$ cat src/rtl/uart_tx_arbiter_if.sv
// Bundle of requester-side and UART-transmitter-side signals for uart_tx_arbiter.
// The slave modport is the arbiter's view; master is the surrounding system's view.
interface uart_tx_arbiter_if #(
    parameter int NUM_REQ = 4
);
    logic [NUM_REQ-1:0]   i_Req;
    logic [8*NUM_REQ-1:0] i_Req_Byte;
    logic [NUM_REQ-1:0]   o_Ack;
    logic [3:0]           o_Grant_Id;
    logic                 o_Busy;
    logic                 o_Frame_Done;
    logic                 o_TX_DV;
    logic [7:0]           o_TX_Byte;
    logic                 i_TX_Active;
    logic                 i_TX_Done;

    modport slave (
        input  i_Req, i_Req_Byte, i_TX_Active, i_TX_Done,
        output o_Ack, o_Grant_Id, o_Busy, o_Frame_Done, o_TX_DV, o_TX_Byte
    );

    modport master (
        output i_Req, i_Req_Byte, i_TX_Active, i_TX_Done,
        input  o_Ack, o_Grant_Id, o_Busy, o_Frame_Done, o_TX_DV, o_TX_Byte
    );
endinterface

$ cat src/rtl/uart_tx_arbiter.sv
// Round-robin sharing of one 8N1 UART transmitter between NUM_REQ byte sources,
// each frame being an optional tag byte {4'hA, id} followed by the source's data byte.
module uart_tx_arbiter #(
    parameter int NUM_REQ = 4,
    parameter bit TAG_EN  = 1'b1
) (
    input logic              i_Clock,
    input logic              i_Reset,
    uart_tx_arbiter_if.slave bus
);
    localparam int IDX_W = (NUM_REQ > 1) ? $clog2(NUM_REQ) : 1;

    typedef enum logic [2:0] {ARB, LAUNCH, WAIT_ACTIVE, WAIT_DONE, WAIT_IDLE} state_t;
    typedef enum logic [1:0] {PH_NONE, PH_TAG, PH_DATA} phase_t;

    state_t             r_State;
    phase_t             r_Phase;
    logic [3:0]         r_Ptr;
    logic [7:0]         r_Data;
    logic [NUM_REQ-1:0] r_Ack;
    logic [3:0]         r_Grant_Id;
    logic               r_Busy;
    logic               r_Frame_Done;
    logic               r_TX_DV;
    logic [7:0]         r_TX_Byte;

    logic               w_Grant_Valid;
    logic [3:0]         w_Grant_Id;
    logic [7:0]         w_Grant_Byte;
    logic [IDX_W-1:0]   w_Idx;
    int                 w_Sum;

    // Search upward from the requester after the last granted one, wrapping once.
    always_comb begin
        w_Grant_Valid = 1'b0;
        w_Grant_Id    = '0;
        w_Grant_Byte  = '0;
        w_Idx         = '0;
        w_Sum         = 0;
        for (int k = 0; k < NUM_REQ; k++) begin
            w_Sum = int'(r_Ptr) + 1 + k;
            if (w_Sum >= NUM_REQ) begin
                w_Sum = w_Sum - NUM_REQ;
            end
            w_Idx = IDX_W'(w_Sum);
            if (!w_Grant_Valid && bus.i_Req[w_Idx]) begin
                w_Grant_Valid = 1'b1;
                w_Grant_Id    = 4'(w_Sum);
                w_Grant_Byte  = bus.i_Req_Byte[{w_Idx, 3'b000} +: 8];
            end
        end
    end

    // Reset lands in WAIT_IDLE with no phase, since the transmitter itself is not reset.
    always_ff @(posedge i_Clock) begin
        if (i_Reset) begin
            r_State      <= WAIT_IDLE;
            r_Phase      <= PH_NONE;
            r_Ptr        <= 4'(NUM_REQ - 1);
            r_Data       <= '0;
            r_Ack        <= '0;
            r_Grant_Id   <= '0;
            r_Busy       <= 1'b0;
            r_Frame_Done <= 1'b0;
            r_TX_DV      <= 1'b0;
            r_TX_Byte    <= '0;
        end else begin
            r_Ack        <= '0;
            r_Frame_Done <= 1'b0;
            r_TX_DV      <= 1'b0;
            case (r_State)
                ARB: begin
                    if (w_Grant_Valid) begin
                        r_Ack      <= NUM_REQ'(1) << w_Grant_Id;
                        r_Data     <= w_Grant_Byte;
                        r_Grant_Id <= w_Grant_Id;
                        r_Ptr      <= w_Grant_Id;
                        r_Busy     <= 1'b1;
                        r_Phase    <= TAG_EN ? PH_TAG : PH_DATA;
                        r_State    <= LAUNCH;
                    end
                end
                LAUNCH: begin
                    r_TX_Byte <= (r_Phase == PH_TAG) ? {4'hA, r_Grant_Id} : r_Data;
                    r_TX_DV   <= 1'b1;
                    r_State   <= WAIT_ACTIVE;
                end
                WAIT_ACTIVE: begin
                    if (bus.i_TX_Active) begin
                        r_State <= WAIT_DONE;
                    end
                end
                WAIT_DONE: begin
                    if (bus.i_TX_Done) begin
                        r_State <= WAIT_IDLE;
                    end
                end
                WAIT_IDLE: begin
                    // Done may linger; only both-low proves the transmitter will sample DV.
                    if (!bus.i_TX_Active && !bus.i_TX_Done) begin
                        case (r_Phase)
                            PH_TAG: begin
                                r_Phase <= PH_DATA;
                                r_State <= LAUNCH;
                            end
                            PH_DATA: begin
                                r_Frame_Done <= 1'b1;
                                r_Busy       <= 1'b0;
                                r_Phase      <= PH_NONE;
                                r_State      <= ARB;
                            end
                            default: begin
                                r_State <= ARB;
                            end
                        endcase
                    end
                end
                default: begin
                    r_State <= ARB;
                end
            endcase
        end
    end

    assign bus.o_Ack        = r_Ack;
    assign bus.o_Grant_Id   = r_Grant_Id;
    assign bus.o_Busy       = r_Busy;
    assign bus.o_Frame_Done = r_Frame_Done;
    assign bus.o_TX_DV      = r_TX_DV;
    assign bus.o_TX_Byte    = r_TX_Byte;
endmodule

$ cat src/flat_wrapper.sv
// flat-port wrapper written by rule: the top's interface ports become plain ports
module uart_tx_arbiter_flat 
#(
    parameter int NUM_REQ = 4,
    parameter bit TAG_EN  = 1'b1
)
  (i_Clock, i_Reset, bus_i_Req, bus_i_Req_Byte, bus_i_TX_Active, bus_i_TX_Done, bus_o_Ack, bus_o_Grant_Id, bus_o_Busy, bus_o_Frame_Done, bus_o_TX_DV, bus_o_TX_Byte);
  uart_tx_arbiter_if #(.NUM_REQ(NUM_REQ)) bus_i ();
  input logic i_Clock;
  input logic i_Reset;
  input wire logic [$bits(bus_i.i_Req)-1:0] bus_i_Req;
  input wire logic [$bits(bus_i.i_Req_Byte)-1:0] bus_i_Req_Byte;
  input wire logic [$bits(bus_i.i_TX_Active)-1:0] bus_i_TX_Active;
  input wire logic [$bits(bus_i.i_TX_Done)-1:0] bus_i_TX_Done;
  output wire logic [$bits(bus_i.o_Ack)-1:0] bus_o_Ack;
  output wire logic [$bits(bus_i.o_Grant_Id)-1:0] bus_o_Grant_Id;
  output wire logic [$bits(bus_i.o_Busy)-1:0] bus_o_Busy;
  output wire logic [$bits(bus_i.o_Frame_Done)-1:0] bus_o_Frame_Done;
  output wire logic [$bits(bus_i.o_TX_DV)-1:0] bus_o_TX_DV;
  output wire logic [$bits(bus_i.o_TX_Byte)-1:0] bus_o_TX_Byte;
  assign bus_i.i_Req = bus_i_Req;
  assign bus_i.i_Req_Byte = bus_i_Req_Byte;
  assign bus_i.i_TX_Active = bus_i_TX_Active;
  assign bus_i.i_TX_Done = bus_i_TX_Done;
  assign bus_o_Ack = bus_i.o_Ack;
  assign bus_o_Grant_Id = bus_i.o_Grant_Id;
  assign bus_o_Busy = bus_i.o_Busy;
  assign bus_o_Frame_Done = bus_i.o_Frame_Done;
  assign bus_o_TX_DV = bus_i.o_TX_DV;
  assign bus_o_TX_Byte = bus_i.o_TX_Byte;
  uart_tx_arbiter #(.NUM_REQ(NUM_REQ), .TAG_EN(TAG_EN)) u_core (.i_Clock(i_Clock), .i_Reset(i_Reset), .bus(bus_i));
endmodule
$ cat config.mk
export PLATFORM = sky130hd
export DESIGN_NAME = uart_tx_arbiter_flat
export DESIGN_NICKNAME = d
export VERILOG_FILES = /design/src/rtl/uart_tx_arbiter_if.sv /design/src/rtl/uart_tx_arbiter.sv /design/src/flat_wrapper.sv
export SDC_FILE = /design/constraint.sdc
export NUM_CORES = 1
export LEC_CHECK = 0
export CORE_MARGIN = 4
export CORE_UTILIZATION = 45
export CTS_CLUSTER_SIZE = 12
export DETAILED_ROUTE_END_ITERATION = 8
export PLACE_DENSITY = 0.68
export SETUP_SLACK_MARGIN = 0.15
export SLEW_MARGIN = 10
export SYNTH_ARGS = -nofsm -noshare
export SYNTH_HDL_FRONTEND = slang
export SYNTH_SLANG_ARGS = --single-unit
export TNS_END_PERCENT = 50
$ cat constraint.sdc
create_clock -name i_Clock -period 8.35 [get_ports i_Clock]
set_input_delay 2.505 -clock i_Clock [delete_from_list [all_inputs] [get_ports i_Clock]]
set_output_delay 2.505 -clock i_Clock [all_outputs]
set_load 0.05 [all_outputs]
# ---- Word-level counts from Yosys, hierarchy flattened
# Cells that the tools add are included.
# Widths: inputs -> output; s select.
dict set report totals {
  ff_bits 36
  in_bits 40
  out_inout_bits 19
  wordCells 105
}
dict set report classes {
  addsub 8
  order_cmp 8
  n_eq_ne 12
  n_shift 5
  mux 41
  n_bitwise 4
  n_reduce_logical 17
}
# cell count
set ops {}
lappend ops {{$shiftx 32x6->8} 4}
lappend ops {{$ge 32x4->1 const B} 3}
lappend ops {{$mux 8} 5}
lappend ops {{$mux 4} 8}
lappend ops {{$pmux 3 s5} 1}
lappend ops {{$mux 1} 14}
lappend ops {{$add 5x2->6 const B} 2}
lappend ops {{$lt 2x3->1 const B} 4}
lappend ops {{$mux 3} 4}
lappend ops {{$reduce_and 4->1} 3}
lappend ops {{$sub 4x4->4 const B} 3}
lappend ops {{$bmux 1 s2} 4}
lappend ops {{$pmux 2 s2} 2}
lappend ops {{$add 5x1->6 const B} 1}
lappend ops {{$eq 3x2->1 const B} 2}
lappend ops {{$ne 2x2->1 const B} 3}
lappend ops {{$reduce_or 3->1} 2}
lappend ops {{$add 4x1->5 const B} 1}
lappend ops {{$ge 5x3->1 const B} 1}
lappend ops {{$logic_not 1->1} 5}
lappend ops {{$logic_and 1x1->1} 4}
lappend ops {{$mux 2} 2}
lappend ops {{$ne 2x1->1 const B} 2}
lappend ops {{$not 1->1} 4}
lappend ops {{11 further kinds} 11}

# ---- Longest topological paths before layout
dict set report depth {
  word_depth 17
  depth_mapped 17
}

# ---- Least setup slack after synthesis
# Ideal clock, no wire load.
dict set report synth_path {
  path_kind {input to register}
  from {in bus_i_Req[0]}
  to {reg u_core.r_Ptr[3]}
  t_arrival_ps 3943
  t_required_ps 8231
  setup_slack_ps 4288
  path_stages 7
  path_buffers 1
  cell_sequence {clkbuf_1 nor3b_1 a32oi_2 a21boi_2 nand2b_2 a31o_2 o221a_2}
}
dict set report synth_between {
  elab_chain_len 13
  elab_cells_between_ends 23
  classes_between {mux (16); reduce/logical (7)}
}
# element line_no
set synth_lines {}
lappend synth_lines {{start: declaration} flat_wrapper.sv:11} ;# input wire logic [$bits(bus_i.i_Req)-1:0] bus_i_Req;
lappend synth_lines {{$bmux 1 s2} uart_tx_arbiter.sv:46} ;# if (!w_Grant_Valid && bus.i_Req[w_Idx]) begin
lappend synth_lines {{$mux 1 (implied by the code)} uart_tx_arbiter.sv:46}
lappend synth_lines {{$mux 1} uart_tx_arbiter.sv:46}
lappend synth_lines {{$logic_not 1->1} uart_tx_arbiter.sv:46}
lappend synth_lines {{$logic_and 1x1->1} uart_tx_arbiter.sv:46}
lappend synth_lines {{$mux 1} uart_tx_arbiter.sv:46}
lappend synth_lines {{$logic_not 1->1} uart_tx_arbiter.sv:46}
lappend synth_lines {{$logic_and 1x1->1} uart_tx_arbiter.sv:46}
lappend synth_lines {{$mux 1} uart_tx_arbiter.sv:46}
lappend synth_lines {{$logic_not 1->1} uart_tx_arbiter.sv:46}
lappend synth_lines {{$logic_and 1x1->1} uart_tx_arbiter.sv:46}
lappend synth_lines {{$mux 1} uart_tx_arbiter.sv:46}
lappend synth_lines {{$reduce_and 2->1 (no source line)} --}
lappend synth_lines {{end signal: assignment} uart_tx_arbiter.sv:59} ;# r_Ptr <= 4'(NUM_REQ - 1);
lappend synth_lines {{end signal: assignment} uart_tx_arbiter.sv:77} ;# r_Ptr <= w_Grant_Id;
lappend synth_lines {{end: declaration} uart_tx_arbiter.sv:18} ;# logic [3:0] r_Ptr;
# Several ways; a longest one is shown, not always the timed one. The select of a mux whose other input is x is not followed.
# A chain may end at the register's enable or synchronous reset.

# ---- Worst setup path in the final report
dict set report layout_path {
  from {reg u_core.r_Ptr[0]}
  to {reg u_core.r_Ack[1], in the netlist u_core.bus.o_Ack[1]}
}
dict set report layout_between {
  elab_chain_len 17
  elab_cells_between_ends 41
  classes_between {add/sub (8); order compare (4); shift (1); mux (20); bitwise (1); reduce/logical (7)}
}
# element line_no
set layout_lines {}
lappend layout_lines {{$add 4x1->5 *} uart_tx_arbiter.sv:41} ;# w_Sum = int'(r_Ptr) + 1 + k;
lappend layout_lines {{parallel branches: the longest is 16 deep, another holds $ge 32x4->1} --}
lappend layout_lines {{end signal: assignment} uart_tx_arbiter.sv:74} ;# r_Ack <= NUM_REQ'(1) << w_Grant_Id;
lappend layout_lines {{end: declaration} uart_tx_arbiter.sv:20} ;# logic [NUM_REQ-1:0] r_Ack;
# Mark *: on every way between the ends. The select of a mux whose other input is x is not followed.

==> results.md <==
- Status: finished clean
- Total core area: about 6900 um2
- Clk buf depth: 2
- Num rows: 30
- Worst VDD drop: 0.0787 mV
- Top Layer Used: met4
- Crit path launch type: flop
- Final HPWL DP: 6.01 mm
- H-tree depth: 2
- Die W: 93.1 um
- Slowest stage delay, CP: roughly 570 ps
- Average wire per standard cell: 16.6 um
- RR Startpoint: u_core.r_Ptr[0]$_SDFFE_PP1P_
- Ys async rst share: 0%
- Worst reg2reg path depth: 16
- Number of synthesized flops with an enable pin: 0
- Reg2reg end: u_core.bus.o_Ack[1]$_SDFF_PP0_
- Vias/cell: 6.05
- Area grow syn2layout: 20.6%
- Crit end category: flop
- # diodes: 0
- Syn Inst Count: 351
- Metal-1 WL: 3.79 mm
- Setup ws final: approximately 3500 ps
- Layout cells sized above 1: 15.9%
- DRC: 0
- Worst path depth: 16
- Hold WS: 454 ps
- Worst-case hold path end point: u_core.bus.o_TX_Byte[6]$_SDFFE_PP0P_
- CTS tree: built
- Port Buffer Count: 58
- Sequential area share after synthesis: 20.9%
- Routed Antenna Nets: 0
- Worst Path Max Fanout: 57
- Worst-path clk slew: around 70 ps
- Setup repair bufs after CTS: 0
- Slew Viols, Final: 0
- Worst Skew: approximately 5.0 ps
- Overflow after GRT: 0
- Relative slew slack: a little under two fifths
- CTS Sinks: 34
- Avg Synthesized Cell Area: 9.28 um2
- Syn nets: 405
- Vias in the first global route: between 2000 and 3000
- First-pass GRT wire length: 13.1 mm
- Max Cap Viol: 0
- GRT Util Overall: 18.5%
- Post-CTS resize count: 0
- Worst hold stages: 2
- Gpl congestion: 0.915
- Worst-skew pair later-pin latency: 280 ps
- Die height: 93.1 um
- Final instance area: 3930 um2
- Fill cell count: 659
- Post-synth cell types: 69
- Power per cell area: 194 nW/um2
- Wire length on met3: 441 um
- Tot Pwr: 762 uW
- Ports: just under 60
- CTS buffer count: 5
- Detailed Route Iter0 Violations: 223
- P_leak: 1.39 nW
- Routed wire length: 8.07 mm
- CP required: 8530 ps
- Post-synthesis register bit count: 34
- HP Class: reg2reg
- Cell mode on critical path: ha_1
- NumNets Final: 443
- Setup slack, reg-to-reg: 3550 ps
- Synth warn: 0
- Final Cycle Share: a little under three fifths
- Layout Cells excl Fill: approximately 490
- Met2 wirelength from detailed routing: 3.76 mm
- Top_reg_cell synth: dfxtp_1
- Final core occ: 56.9%
- Setup Slack @ Placement: about 3400 ps
- Cell breakdown of the critical path: buf_4, inv_1, ha_1, buf_4, inv_1, ha_1, nor2b_1, o31a_1, a311oi_2, ha_1, a21boi_0, nand2_1, a211o_1, a21oi_2, a31oi_2, nor4_1
- Hold-fix buffers at CTS: 0
- Largest net degree at the start of global routing: 58
- Setup-failing EPs final: 0
- TNS Setup: 0 ps
- Hold Crit Start: u_core.bus.o_TX_Byte[6]$_SDFFE_PP0P_
- CP top delay family: buffers and inverters
- Final Critical Period: between 4000 and 5000 ps
- FMAX: 208 MHz
- Worst Path Buf+Inv: 4
- Placed cell areas: 3820 um2
- RSZ-0062 raised after global routing: no
- Slowest cell on the critical path: buf_4
- Critical path class: reg2reg
- Dpl cells: 478
- Length of the first detailed-routing pass in iterations: 4
- Arr. time, crit path: between 4000 and 5000 ps
- Root buf cell: clkbuf_8
- Starting Density: around 47%
- DIE AREA: 8670 um2
- Worst Tran Pin Value: slightly above 900 ps
- Post-Syn Area: 3260 um2
- Initial antenna violation count: 0
- Endpoints failing hold: 0
- Via count: 2941
==> layer usage <==
layer,track usage (%),vias to the layer above
met1,26.7,1412
met3,2.17,7
met2,29.3,86
li1,-,1436
met5,0,-
met4,4.88,0
==> final cells by class <==
type,count,area [um2],share of cell area [%]
Clock buffer,7,76.3,1.94
Clock inverter,1,30.0,0.764
Inverter,11,41.3,1.05
Multi-Input combinational cell,277,2380,60.7
Sequential cell,34,682,17.4
Tap cell,96,120,3.06
Timing Repair Buffer,60,596,15.2
==> where the power goes <==
part | switching [mW] | internal [mW] | total [mW]
logic | 0.228 | 0.193 | 0.421
clock network | 0.0572 | 0.0893 | 0.146
registers | 0.0184 | 0.176 | 0.194
total | 0.303 | 0.458 | 0.762
==> flip-flops by register name, summed over array words and instances, names as in the netlist <==
register                 flops
u_core.r_Data                8
u_core.bus.o_Grant_Id        2
u_core.bus.o_Busy            1
u_core.bus.o_TX_DV           1
u_core.bus.o_TX_Byte         8
u_core.r_State               3
u_core.bus.o_Ack             4
u_core.r_Ptr                 4
u_core.r_Phase               2
u_core.bus.o_Frame_Done      1
==> cells in the mapped netlist (all sizes together), types with 2 or more instances <==
cell	count	area share (%)
mux2	4	1.4
nand2b	5	1.0
nor3	14	2.3
mux2i	8	2.5
o211ai	2	0.46
clkbuf	12	1.4
dfxtp	34	21
o221ai	3	0.81
buf	17	3.2
a22oi	10	2.3
a22o	7	1.9
nand4	4	0.77
nand3	11	1.7
o21ai	6	0.92
nand2	29	3.3
a32o	2	0.61
nor2	24	3.0
nor3b	3	0.69
a32oi	4	1.3
xnor2	6	1.6
and3	6	1.2
a311oi	5	1.5
a21oi	19	3.4
a2bb2oi	2	0.54
ha	14	5.4
nor4	7	1.3
or2	4	0.84
a21boi	3	0.81
a221oi	2	0.73
o21a	2	0.46
mux4	29	20
a211o	4	1.1
xor2	2	0.54
o221a	3	1.0
inv	11	1.3
nor2b	15	2.9
==> how the worst max path moves through the flow <==
stage,from,to,slack (ps)
floorplan,bus_i_Req[0],u_core.r_Ptr[3]$_SDFFE_PP0P_,4290
global placement,bus_i_Req[2],u_core.bus.o_Ack[2]$_SDFF_PP0_,3560
detailed placement,bus_i_Req[2],u_core.bus.o_Ack[1]$_SDFF_PP0_,3420
CTS,u_core.r_Ptr[0]$_SDFFE_PP1P_,u_core.bus.o_Ack[1]$_SDFF_PP0_,3480
global route,u_core.r_Ptr[0]$_SDFFE_PP1P_,u_core.bus.o_Ack[1]$_SDFF_PP0_,3030
finish,u_core.r_Ptr[0]$_SDFFE_PP1P_,u_core.bus.o_Ack[1]$_SDFF_PP0_,3550
==> worst min-delay path, delay by kind of cell, from the launching register on <==
| family | cells | cell delay [ps] |
|---|---|---|
| flops | 1 | 310 |
| simple gates | 1 | 50 |
| compound gates | 1 | 50 |
==> cell families (layout without fill, tap and decap cells) <==
| group | Yosys count | after routing | synth area share [%] |
|---|---|---|---|
| multiplexers | 41 | 41 | 23.9 |
| XOR/XNOR | 8 | 8 | 2.15 |
| AO/OA/AOI/OAI | 88 | 88 | 21.7 |
| AND/OR/NAND/NOR | 126 | 126 | 20.1 |
| buffers and inverters | 40 | 79 | 5.91 |
| flip-flops | 34 | 34 | 20.9 |
| adder cells (fa/ha/maj) | 14 | 14 | 5.38 |
==> layout by cell type (no fill, tap or decap), types with 5 or more instances in the layout <==
cell	instances
and3_1	6
clkbuf_8	5
o21ai_0	6
nand3_1	11
mux2i_1	8
a22oi_1	10
nand2_1	29
ha_1	14
nor2_1	21
nor2b_1	15
xnor2_1	6
nor4_1	7
clkdlybuf4s50_1	58
a21oi_1	17
dfxtp_1	33
mux4_2	29
inv_1	11
a22o_1	7
nor3_1	13
Power figures use the tool's default switching activity.
